**src/rtl/sram_access_fsm_if.sv**
```systemverilog
// sram_access_fsm_if: request/done handshake between the command decoder and the SRAM access FSM
interface sram_access_fsm_if #(
    parameter int DATA_W = 8
);
    logic              rd_req;
    logic              wr_req;
    logic [DATA_W-1:0] wr_data;
    logic [DATA_W-1:0] rd_data;
    logic              busy;
    logic              done;
    modport master (output rd_req, wr_req, wr_data, input rd_data, busy, done);
    modport slave  (input rd_req, wr_req, wr_data, output rd_data, busy, done);
endinterface

```
**src/rtl/sram_access_fsm.sv**
```systemverilog
// sram_access_fsm: serial-loaded/auto-incrementing SRAM address plus wait-stated read/write cycle FSM
module sram_access_fsm #(
    parameter int DATA_W      = 8,
    parameter int ADDR_W      = 21,
    parameter int WAIT_STATES = 2,
    parameter int AUTO_INC    = 1
) (
    input  logic              avr_clk,
    input  logic              avr_reset_n,
    sram_access_fsm_if.slave  bus,
    input  logic              sreg_en_n,
    input  logic              addr_si,
    input  logic              cnt_inc,
    input  logic              snes_mode,
    input  logic [ADDR_W-1:0] snes_addr,
    output logic [ADDR_W-1:0] sram_addr,
    input  logic [DATA_W-1:0] sram_din,
    output logic [DATA_W-1:0] sram_dout,
    output logic              sram_data_oe,
    output logic              sram_ce_n,
    output logic              sram_oe_n,
    output logic              sram_we_n
);
    localparam logic [1:0] IDLE   = 2'd0;
    localparam logic [1:0] SETUP  = 2'd1;
    localparam logic [1:0] ACCESS = 2'd2;
    localparam logic [1:0] HOLD   = 2'd3;
    localparam logic [ADDR_W-1:0] ADDR_ONE = 1;
    logic [1:0]        state_q, state_d;
    logic              op_rd_q, op_rd_d;
    logic [3:0]        cnt_q, cnt_d;
    logic [ADDR_W-1:0] addr_q, addr_d;
    logic [DATA_W-1:0] rd_data_q, rd_data_d;
    logic [DATA_W-1:0] wr_buf_q, wr_buf_d;
    logic              snes_mode_r_q, snes_mode_r_d;
    logic              busy_q, busy_d;
    logic              done_q, done_d;
    logic              ce_n_q, ce_n_d;
    logic              oe_n_q, oe_n_d;
    logic              we_n_q, we_n_d;
    logic              data_oe_q, data_oe_d;
    logic              idle, accept, last;

    always_comb begin
        idle          = state_q == IDLE;
        accept        = idle && !snes_mode_r_q && sreg_en_n && !cnt_inc && (bus.rd_req || bus.wr_req);
        last          = state_q == ACCESS && cnt_q == 4'd0;
        state_d       = accept ? SETUP : state_q == SETUP ? ACCESS : last ? HOLD : state_q == HOLD ? IDLE : state_q;
        op_rd_d       = accept ? bus.rd_req : op_rd_q;
        wr_buf_d      = (accept && !bus.rd_req) ? bus.wr_data : wr_buf_q;
        cnt_d         = state_q == SETUP ? 4'(WAIT_STATES) : (state_q == ACCESS && !last) ? cnt_q - 4'd1 : cnt_q;
        // shift beats increment; the completed-access increment only happens leaving HOLD
        addr_d        = (idle && !sreg_en_n) ? {addr_q[ADDR_W-2:0], addr_si} :
                        ((idle && cnt_inc) || (state_q == HOLD && AUTO_INC != 0)) ? addr_q + ADDR_ONE : addr_q;
        rd_data_d     = (last && op_rd_q) ? sram_din : rd_data_q;
        snes_mode_r_d = idle ? snes_mode : snes_mode_r_q;
        ce_n_d        = state_d == IDLE;
        oe_n_d        = !(op_rd_d && (state_d == SETUP || state_d == ACCESS));
        we_n_d        = !(!op_rd_d && state_d == ACCESS);
        data_oe_d     = !op_rd_d && state_d != IDLE;
        busy_d        = state_d != IDLE;
        done_d        = state_d == HOLD;
    end

    always_ff @(posedge avr_clk or negedge avr_reset_n) begin
        if (!avr_reset_n) begin
            state_q       <= IDLE;
            op_rd_q       <= 1'b0;
            cnt_q         <= 4'd0;
            addr_q        <= '0;
            rd_data_q     <= '0;
            wr_buf_q      <= '0;
            snes_mode_r_q <= 1'b0;
            busy_q        <= 1'b0;
            done_q        <= 1'b0;
            ce_n_q        <= 1'b1;
            oe_n_q        <= 1'b1;
            we_n_q        <= 1'b1;
            data_oe_q     <= 1'b0;
        end else begin
            state_q       <= state_d;
            op_rd_q       <= op_rd_d;
            cnt_q         <= cnt_d;
            addr_q        <= addr_d;
            rd_data_q     <= rd_data_d;
            wr_buf_q      <= wr_buf_d;
            snes_mode_r_q <= snes_mode_r_d;
            busy_q        <= busy_d;
            done_q        <= done_d;
            ce_n_q        <= ce_n_d;
            oe_n_q        <= oe_n_d;
            we_n_q        <= we_n_d;
            data_oe_q     <= data_oe_d;
        end
    end

    assign sram_addr    = snes_mode_r_q ? snes_addr : addr_q;
    assign sram_dout    = wr_buf_q;
    assign sram_data_oe = data_oe_q;
    assign sram_ce_n    = ce_n_q;
    assign sram_oe_n    = oe_n_q;
    assign sram_we_n    = we_n_q;
    assign bus.rd_data  = rd_data_q;
    assign bus.busy     = busy_q;
    assign bus.done     = done_q;
endmodule

```
**src/flat_wrapper.sv**
```systemverilog
// flat-port wrapper written by rule: the top's interface ports become plain ports
module sram_access_fsm_flat 
#(
    parameter int DATA_W      = 8,
    parameter int ADDR_W      = 21,
    parameter int WAIT_STATES = 2,
    parameter int AUTO_INC    = 1
)
  (avr_clk, avr_reset_n, sreg_en_n, addr_si, cnt_inc, snes_mode, snes_addr, sram_addr, sram_din, sram_dout, sram_data_oe, sram_ce_n, sram_oe_n, sram_we_n, bus_rd_req, bus_wr_req, bus_wr_data, bus_rd_data, bus_busy, bus_done);
  sram_access_fsm_if #(.DATA_W(DATA_W)) bus_i ();
  input  logic avr_clk;
  input  logic avr_reset_n;
  input  logic sreg_en_n;
  input  logic addr_si;
  input  logic cnt_inc;
  input  logic snes_mode;
  input  logic [ADDR_W-1:0] snes_addr;
  output logic [ADDR_W-1:0] sram_addr;
  input  logic [DATA_W-1:0] sram_din;
  output logic [DATA_W-1:0] sram_dout;
  output logic sram_data_oe;
  output logic sram_ce_n;
  output logic sram_oe_n;
  output logic sram_we_n;
  input wire logic [$bits(bus_i.rd_req)-1:0] bus_rd_req;
  input wire logic [$bits(bus_i.wr_req)-1:0] bus_wr_req;
  input wire logic [$bits(bus_i.wr_data)-1:0] bus_wr_data;
  output wire logic [$bits(bus_i.rd_data)-1:0] bus_rd_data;
  output wire logic [$bits(bus_i.busy)-1:0] bus_busy;
  output wire logic [$bits(bus_i.done)-1:0] bus_done;
  assign bus_i.rd_req = bus_rd_req;
  assign bus_i.wr_req = bus_wr_req;
  assign bus_i.wr_data = bus_wr_data;
  assign bus_rd_data = bus_i.rd_data;
  assign bus_busy = bus_i.busy;
  assign bus_done = bus_i.done;
  sram_access_fsm #(.DATA_W(DATA_W), .ADDR_W(ADDR_W), .WAIT_STATES(WAIT_STATES), .AUTO_INC(AUTO_INC)) u_core (.avr_clk(avr_clk), .avr_reset_n(avr_reset_n), .bus(bus_i), .sreg_en_n(sreg_en_n), .addr_si(addr_si), .cnt_inc(cnt_inc), .snes_mode(snes_mode), .snes_addr(snes_addr), .sram_addr(sram_addr), .sram_din(sram_din), .sram_dout(sram_dout), .sram_data_oe(sram_data_oe), .sram_ce_n(sram_ce_n), .sram_oe_n(sram_oe_n), .sram_we_n(sram_we_n));
endmodule
```
**config.mk**
```make
export PLATFORM = sky130hd
export DESIGN_NAME = sram_access_fsm_flat
export DESIGN_NICKNAME = d
export VERILOG_FILES = /design/src/rtl/sram_access_fsm_if.sv /design/src/rtl/sram_access_fsm.sv /design/src/flat_wrapper.sv
export SDC_FILE = /design/constraint.sdc
export NUM_CORES = 1
export LEC_CHECK = 0
export BUFFER_PORTS_ARGS = -buffer_cell sky130_fd_sc_hd__buf_2
export CAP_MARGIN = 0
export CORE_MARGIN = 1.5
export CORE_UTILIZATION = 46
export DETAILED_ROUTE_END_ITERATION = 8
export HOLD_SLACK_MARGIN = 0.02
export PLACE_DENSITY = 0.74
export RECOVER_POWER = 100
export SYNTH_ARGS = -nofsm -noshare
export SYNTH_HDL_FRONTEND = slang
export SYNTH_SLANG_ARGS = --single-unit
```
**constraint.sdc**
```tcl
create_clock -name avr_clk -period 1.9 [get_ports avr_clk]
set_clock_uncertainty 0.2 [all_clocks]
set_input_delay 0.38 -clock avr_clk [delete_from_list [all_inputs] [get_ports avr_clk]]
set_output_delay 0.38 -clock avr_clk [all_outputs]
set_load 0.005 [all_outputs]
```
== After elaboration in Yosys (flattened, before gate mapping) ==
Index checks and enable logic that the tools add are counted.
Cells by class
  reductions and logical operators: 30
  equal/unequal tests: 6
  mux-type cells: 10
  add/subtract/negate cells: 2
Operators by type and width (number)
  two-way mux 21 bit: 3
  adder 21 x 1 -> 21 bit, second input constant: 1
  logical AND 1 bit: 13
  == test 2 bit, second input constant: 4
  zero test 1 bit: 8
  two-way mux 2 bit: 4
  two-way mux 4 bit: 2
  nonzero test 2 bit: 3
  == test 2 x 1 -> 1 bit, second input constant: 2
  zero test 2 bit: 2
  zero test 4 bit: 1
  subtractor 4 x 1 -> 4 bit, second input constant: 1
  logical OR 1 bit: 3
  two-way mux 1 bit: 1
Storage, ports and cells
  output and inout port bits: 43
  register bits: 51
  logic and storage cells: 61
  input port bits: 45

== Longest topological paths before layout ==
Gate-level depths: netlist (run 1).
  depth in word-level cells: 10
  gate-level depth with buffers: 8
  mapped depth without buffers: 8

== Least setup slack after synthesis (run 1) ==
Ideal clock, no wire load.
  path type: reg-to-reg
  start: register u_core.cnt_q[0]
  end: register u_core.oe_n_q (netlist: u_core.sram_oe_n)
  setup time: 0.061 ns
  setup slack: -0.069 ns
  period minus slack after synthesis: 1.969 ns
  data arrival time: 1.708 ns
  stages on the path, launching flop included: 8
  data required time: 1.639 ns
  buffers on the path: 0
  cell sequence: dfrtp_1 > inv_1 > ha_1 > or3b_2 > nor3b_1 > nor2_1 > ha_1 > nand2_1
Between the ends
  cells in the longest elaborated chain, start to end: 9
  elaborated cells on any way between the ends: 10
  those cells by class: eq/ne (2); mux (3); reduce/logical (5)
RTL lines
  start, declared: RTL line sram_access_fsm.sv:31  | logic [3:0] cnt_q, cnt_d;
  start signal, assigned: RTL line sram_access_fsm.sv:83  | cnt_q <= cnt_d;
  zero test 4 bit *: RTL line sram_access_fsm.sv:47  | last = state_q == ACCESS && cnt_q == 4'd0;
  logical AND 1 bit *: RTL line sram_access_fsm.sv:47
  two-way mux 2 bit * (3 in a row): RTL line sram_access_fsm.sv:48  | state_d = accept ? SETUP : state_q == SETUP ? ACCESS : last ? HOLD : state_q == HOLD ? IDLE : state_q;
  == test 2 x 1 -> 1 bit or == test 2 bit (tied branches): RTL line sram_access_fsm.sv:58  | oe_n_d = !(op_rd_d && (state_d == SETUP || state_d == ACCESS));
  logical OR 1 bit *: RTL line sram_access_fsm.sv:58
  logical AND 1 bit *: RTL line sram_access_fsm.sv:58
  zero test 1 bit *: RTL line sram_access_fsm.sv:58
  named net u_core.oe_n_d: RTL line sram_access_fsm.sv:39  | logic oe_n_q, oe_n_d;
  end signal, assigned: RTL line sram_access_fsm.sv:91  | oe_n_q <= oe_n_d;
  end, declared: RTL line sram_access_fsm.sv:39
Mark *: on every way through the listed nets, which the timed path passes. The rest lies on a longest branch.
A chain may end at the register's enable or synchronous reset.

== Final worst setup path (run 1) ==
  start: register u_core.state_q[1]
  end: register u_core.we_n_q (netlist: u_core.sram_we_n)
Between the ends
  cells in the longest elaborated chain, start to end: 9
  elaborated cells on any way between the ends: 18
  those cells by class: eq/ne (4); mux (5); reduce/logical (9)
RTL lines
  start, declared: RTL line sram_access_fsm.sv:29  | logic [1:0] state_q, state_d;
  start signal, assigned: RTL line sram_access_fsm.sv:81  | state_q <= state_d;
  parallel branches: the longest is 5 deep, another holds == test 2 bit
  two-way mux 2 bit *: RTL line sram_access_fsm.sv:48
  named net u_core.state_d[1]: RTL line sram_access_fsm.sv:29
  == test 2 bit *: RTL line sram_access_fsm.sv:59  | we_n_d = !(!op_rd_d && state_d == ACCESS);
  logical AND 1 bit *: RTL line sram_access_fsm.sv:59
  zero test 1 bit *: RTL line sram_access_fsm.sv:59
  named net u_core.we_n_d: RTL line sram_access_fsm.sv:40  | logic we_n_q, we_n_d;
  end signal, assigned: RTL line sram_access_fsm.sv:92  | we_n_q <= we_n_d;
  end, declared: RTL line sram_access_fsm.sv:40
Mark *: on every way through the listed nets, which the timed path passes.

==> impl_metrics.toml, run 1 <==
[yosys]
synth_area_per_cell_sq_um = 10.5
async_reset_ff_frac = 1.00
yosysSeqAreaShare = 0.451
yosysTopAreaCell = "dfrtp_1"
yosys_warnings = 0
syn-num-nets = 326
netlist_area_sq_mm = 0.00284
yosys-top-cells-count = "dfrtp_1, mux2_2, a21oi_1"
postSynthCellCount = 270
synth.most_common_cell = "dfrtp_1"
synth.area.top_cells = "dfrtp_1, mux2_2, ha_1, a21oi_1, dfstp_2"
ys_types = 49
synthFlopType = "dfrtp_1"
synth_top_area_frac = 0.423
synth_edf_count = 0
synth-seq-cells = 51

[global_route]
antenna_found_initial = 0
gr-usage-all-layers = 0.209
overflow = 0
grt_pass1_wl_mm = 10.8
grt_pass1_vias = 2415
grt_max_degree = 52

[critical_path]
crit_type = "reg2reg"
end_kind = "flop"
startpoint_type = "flop"
crit_path_cell_trace = "inv_2, ha_4, nor4b_2, buf_6, nand2b_4, inv_2, ha_2, inv_1, or2_2"
worstPathMaxFanout = 5
critPathBufInv = 4
cpMostUsedCell = "inv_2"
worstPathArrival_ns = 1.97
cpLargestDelayFamily = "simple AND/OR/NAND/NOR gates"
critPathRequiredTime_ns = 1.94
slowest_delay_ns = 0.40
slowest_stage = "dfrtp_1"

[place]
hpwl_mm = 4.57
portBuffers = 87
gp_congestion = 0.808
placed_cell_area_sq_mm = 0.00359

[clock_network]
clock_latency_ns = 0.31
clk_path_buf_depth = 2
clock_sinks = 51
cts_buffers = 5
cts_tree = "yes"
htreeDepth = 2
clkSlewWorstSetupHoldPaths_ns = 0.10
root_buffer = "clkbuf_8"

[routing]
dr.first_iter.drc_count = 95
avgViaCountPerCell = 5.40
route.detailed.drc = 0
finalWirelength_mm = 6.96
antenna_left = 0
vias = 2518
wire_per_inst_microns = 14.9
drtPass1Iterations = 4

[sta]
drv_slew = 0
worst_pin_slew_ns = 0.691
final_hold_viol_count = 0
finalCritPeriodShare = 1.02
max_freq_ghz = 0.518
grt_setup_unrepaired = "yes"
min_period_ns = 1.93
setup_viol = 19
timing.slew.headroom = 0.539
finalWorstSetupSlack_ns = -0.0296

[power_and_ir_drop]
total_power_uw = 5650
p_leak_uw = 0.00181
power.density_mw_per_mm2 = 1470
max-vdd-ir-drop_v = 0.00103

[floorplan]
initial_core_util = 0.476
die_h_microns = 81.5
rows = 28
die-area_sq_mm = 0.00665
core_area_sq_mm = 0.00596
ios = 88
fp.dieW_microns = 81.5

[layout]
drive_gt1_frac = 0.481
regArea_sq_mm = 0.00128
stdcell_area_sq_mm = 0.00384
multi_input_area_sq_mm = 0.00157
num-fill-cells = 514
fin_nets = 446
area_growth_pct = 35.3
diodes = 0

[status]
violations = "setup timing"
run_status = "complete, but fails checks"

[flow_run]
drv_cap = 0

[hold_path]
hold_path_class = "in2reg"
-- cells by family after synthesis --
group           count (synthesis)  synth area share
simple gates                   80             0.166
compound gates                 63             0.144
flops                          51             0.451
mux                            36             0.142
buf+inv                        26            0.0384
fa+ha+maj                      11            0.0485
xor+xnor                        3           0.00926
-- cell usage in the layout (no fill, tap or decap), drive strengths merged, types with 2 or more instances in the layout --
cell | Yosys | routed
a211oi | 3 | 3
a21o | 2 | 2
a21oi | 25 | 25
a221oi | 2 | 2
a311oi | 6 | 6
a41oi | 2 | 2
and2 | 3 | 3
and3 | 3 | 3
buf | 9 | 106
clkbuf | 5 | 26
dfrtp | 48 | 48
dfstp | 3 | 3
ha | 11 | 11
inv | 12 | 12
mux2 | 35 | 35
nand2 | 21 | 21
nand2b | 5 | 5
nand3 | 10 | 10
nand4 | 7 | 7
nor2 | 19 | 19
nor3 | 6 | 6
o21a | 2 | 2
o21ai | 13 | 13
xor2 | 2 | 2
-- worst register-to-register path: stages, from the launching register on --
cell	delay (ns)
dfrtp_1	0.40
inv_2	0.07
ha_4	0.18
nor4b_2	0.16
buf_6	0.14
nand2b_4	0.18
inv_2	0.08
ha_2	0.15
inv_1	0.03
or2_2	0.28
-- state kept, by name, summed over array words and instances, names as in the netlist --
register              count
u_core.addr_q            21
u_core.bus.busy           1
u_core.bus.done           1
u_core.bus.rd_data        8
u_core.cnt_q              4
u_core.op_rd_q            1
u_core.snes_mode_r_q      1
u_core.sram_ce_n          1
u_core.sram_data_oe       1
u_core.sram_dout          8
u_core.sram_oe_n          1
u_core.sram_we_n          1
u_core.state_q            2
-- report_power, final --
| part | total, uW | switching (uW) | internal [uW] |
|---|---|---|---|
| Clock | 676 | 378 | 298 |
| Combinational | 3140 | 1480 | 1660 |
| Sequential | 1840 | 315 | 1520 |
-- layer usage --
layer / up-vias / wire length [microns] / global-route usage / share of wire
met5: - / 0 / 0 / 0
met4: 0 / 114 / 0.0759 / 0.016
met3: 13 / 267 / 0.0344 / 0.038
met2: 63 / 3800 / 0.374 / 0.55
met1: 1224 / 2770 / 0.251 / 0.40
li1: 1218 / - / - / -
-- path summary, 6_finish.rpt --
| kind | start | endpoint | slack (ns) | cells after the start |
|---|---|---|---|---|
| hold reg to reg | u_core.bus.rd_data[4] | u_core.bus.rd_data[4] | 0.31 | 1 |
| hold / removal | bus_wr_data[6] | u_core.sram_dout[6] | 0.08 | 2 |
| setup reg to reg | u_core.state_q[1] | u_core.sram_we_n | -0.03 | 9 |
| max in group asynchronous | avr_reset_n | u_core.snes_mode_r_q | 0.43 | 3 |
| setup / recovery | u_core.state_q[1] | u_core.sram_we_n | -0.03 | 9 |
| min in group asynchronous | avr_reset_n | u_core.addr_q[5] | 0.57 | 3 |
-- repair_timing --
item | CTS | global route
buffers inserted | 5 | 3
pin swaps | 3 | 6
gates resized for setup | 17 | 24
hold buffers | 1 | 0
cloned | 0 | 1
endpoints found under the hold margin | 48 | 0
setup endpoints to repair | 38 | 37
-- cell type report --
class / instances / share of cell area
clock inverter: 2 / 0.00424
multi-input combinational: 193 / 0.408
clock buffer: 6 / 0.0215
sequential: 51 / 0.334
timing repair buffer: 127 / 0.196
tap: 75 / 0.0244
inverter: 12 / 0.0117
-- through the flow --
| stage | util | setup TNS [ns] | setup slack (ns) | std cells | hold WS, ns |
|---|---|---|---|---|---|
| 3_3_place_gp | 0.602 | -0.163 | -0.0411 | 448 | 0.194 |
| 4_1_cts | 0.638 | -0.626 | -0.0434 | 462 | 0.0749 |
| 2_1_floorplan | - | 0 | 0.0235 | 270 | -0.116 |
| 3_5_place_dp | 0.602 | -0.933 | -0.116 | 448 | 0.193 |
| 5_1_grt | 0.645 | -1.95 | -0.0963 | 466 | 0.0683 |
| 6_report | 0.645 | -0.329 | -0.0296 | 466 | 0.0831 |
Note: power is estimated with default switching activity, not from simulation.
==> run 2, diff against run 1 <==
--- a/config.mk
+++ b/config.mk
@@ -7,12 +7,15 @@
 export LEC_CHECK = 0
 export BUFFER_PORTS_ARGS = -buffer_cell sky130_fd_sc_hd__buf_2
 export CAP_MARGIN = 0
+export CELL_PAD_IN_SITES_DETAIL_PLACEMENT = 0
+export CELL_PAD_IN_SITES_GLOBAL_PLACEMENT = 1
 export CORE_MARGIN = 1.5
-export CORE_UTILIZATION = 46
+export CORE_UTILIZATION = 35
 export DETAILED_ROUTE_END_ITERATION = 8
 export HOLD_SLACK_MARGIN = 0.02
 export PLACE_DENSITY = 0.74
 export RECOVER_POWER = 100
+export REMOVE_ABC_BUFFERS = 1
 export SYNTH_ARGS = -nofsm -noshare
 export SYNTH_HDL_FRONTEND = slang
 export SYNTH_SLANG_ARGS = --single-unit
==> impl_metrics.toml, run 2 (synthesized netlist as in run 1, its figures left out) <==
[routing]
finalWirelength_mm = 7.24
dr.first_iter.drc_count = 129
antenna_left = 0
avgViaCountPerCell = 5.03
wire_per_inst_microns = 14.4
drtPass1Iterations = 4
route.detailed.drc = 0
vias = 2530

[floorplan]
fp.dieW_microns = 93.0
die_h_microns = 93.0
initial_core_util = 0.363
ios = 88
rows = 32
die-area_sq_mm = 0.00866
core_area_sq_mm = 0.00781

[place]
hpwl_mm = 4.93
gp_congestion = 0.821
placed_cell_area_sq_mm = 0.00364
portBuffers = 87
dp.cells = 480

[layout]
multi_input_area_sq_mm = 0.00160
regArea_sq_mm = 0.00128
area_growth_pct = 43.5
num-fill-cells = 736
final_common_cell = "buf_2"
largest_reg_flops = 21
regMostFlops = "u_core.addr_q"
most-common-layout-cells = "buf_2, dfrtp_1, buf_4"
diodes = 0
final_cells = 503
drive_gt1_frac = 0.521
fin_nets = 456
stdcell_area_sq_mm = 0.00407

[sta]
final_hold_viol_count = 0
grt_setup_unrepaired = "yes"
max_freq_ghz = 0.507
timing.slew.headroom = 0.542
fin_hold_ws_ns = 0.0914
worst_pin_slew_ns = 0.687
drv_slew = 0
finalWorstSetupSlack_ns = -0.0719
setup_viol = 20
finalCritPeriodShare = 1.04
min_period_ns = 1.97

[critical_path]
timing.rr.end = "u_core.sram_we_n"
critPathRequiredTime_ns = 1.32
ff2ff_setup_slack_ns = -0.05
crit_type = "reg2out"
timing.rr.start = "u_core.cnt_q[1]"
startpoint = "u_core.snes_mode_r_q"
worstPathMaxFanout = 13
cp-endpoint = "sram_addr[13]"
end_kind = "output port"
worstPathArrival_ns = 1.39
worstRegToRegCells = 8
startpoint_type = "flop"

[flow_run]
drv_cap = 0

[global_route]
gr-usage-all-layers = 0.164
overflow = 0
grt_pass1_wl_mm = 11.3
grt_pass1_vias = 2333
antenna_found_initial = 0
grt_max_degree = 31

[power_and_ir_drop]
total_power_uw = 6160
max-vdd-ir-drop_v = 0.000711
power.density_mw_per_mm2 = 1510
p_leak_uw = 0.00195

[hold_path]
hold_path_class = "in2reg"
hold_depth = 2

[clock_network]
root_buffer = "clkbuf_8"
clock_sinks = 51
clkSlewWorstSetupHoldPaths_ns = 0.10
cts_tree = "yes"
clk_path_buf_depth = 2
clock_latency_ns = 0.31
htreeDepth = 2
cts_buffers = 5

[status]
run_status = "complete, but fails checks"
violations = "setup timing"
run 2: cell count changes in the layout (fill, tap and decap cells not counted), sizes merged:
cell | previous run | this run
clkinvlp | 1 | 0
clkinv | 1 | 0
bufinv | 0 | 1
clkbuf | 26 | 22
buf | 106 | 120
inv | 12 | 13
run 2: layout make-up:
| type | count | share of cell area |
|---|---|---|
| clock buffers | 6 | 0.0203 |
| clock inverters | 2 | 0.00952 |
| inverters | 12 | 0.0111 |
| multi-input cells | 193 | 0.392 |
| flip-flops and latches | 51 | 0.315 |
| well taps | 102 | 0.0313 |
| repair buffers | 137 | 0.221 |
run 2: per-layer routing:
metal	wire length, microns	global-route usage
met5	0	0
met4	78	0.0417
met3	245	0.0260
met2	3560	0.272
met1	3360	0.222
run 2: what timing repair did:
item | in CTS | in global routing
setup endpoints to repair | 44 | 45
buffers inserted | 7 | 5
hold buffers | 1 | 0
hold endpoints to repair | 48 | 0
gates cloned | 1 | 2
pin swaps | 6 | 6
resized for setup | 30 | 25
run 2: how the worst min path moves through the flow:
| stage | startpoint | to |
|---|---|---|
| after global routing | bus_wr_data[0] | u_core.sram_dout[0] |
| after global placement | avr_reset_n | u_core.addr_q[18] |
| after detailed placement | avr_reset_n | u_core.addr_q[18] |
| after floorplan | avr_reset_n | u_core.addr_q[0] |
| after CTS | bus_wr_data[0] | u_core.sram_dout[0] |
| final | bus_wr_data[0] | u_core.sram_dout[0] |
run 2: where the power goes:
part	total (uW)	internal, uW	switching, uW
combinational	3530	1970	1560
sequential	1820	1520	293
clock	813	434	379
run 2: critical path, stage by stage, from the launching register on:
cell and delay, ns:
dfrtp_2 0.45, buf_12 0.17, mux2_2 0.34, buf_2 0.13
run 2: per-stage QoR:
stage	worst slack, ns	setup TNS [ns]	utilization
after floorplan	-0.107	-0.762	-
after global placement	-0.101	-0.312	0.466
after detailed placement	-0.154	-1.18	0.466
after CTS	-0.105	-1.68	0.506
after global routing	-0.130	-3.19	0.522
final	-0.0719	-1.17	0.522
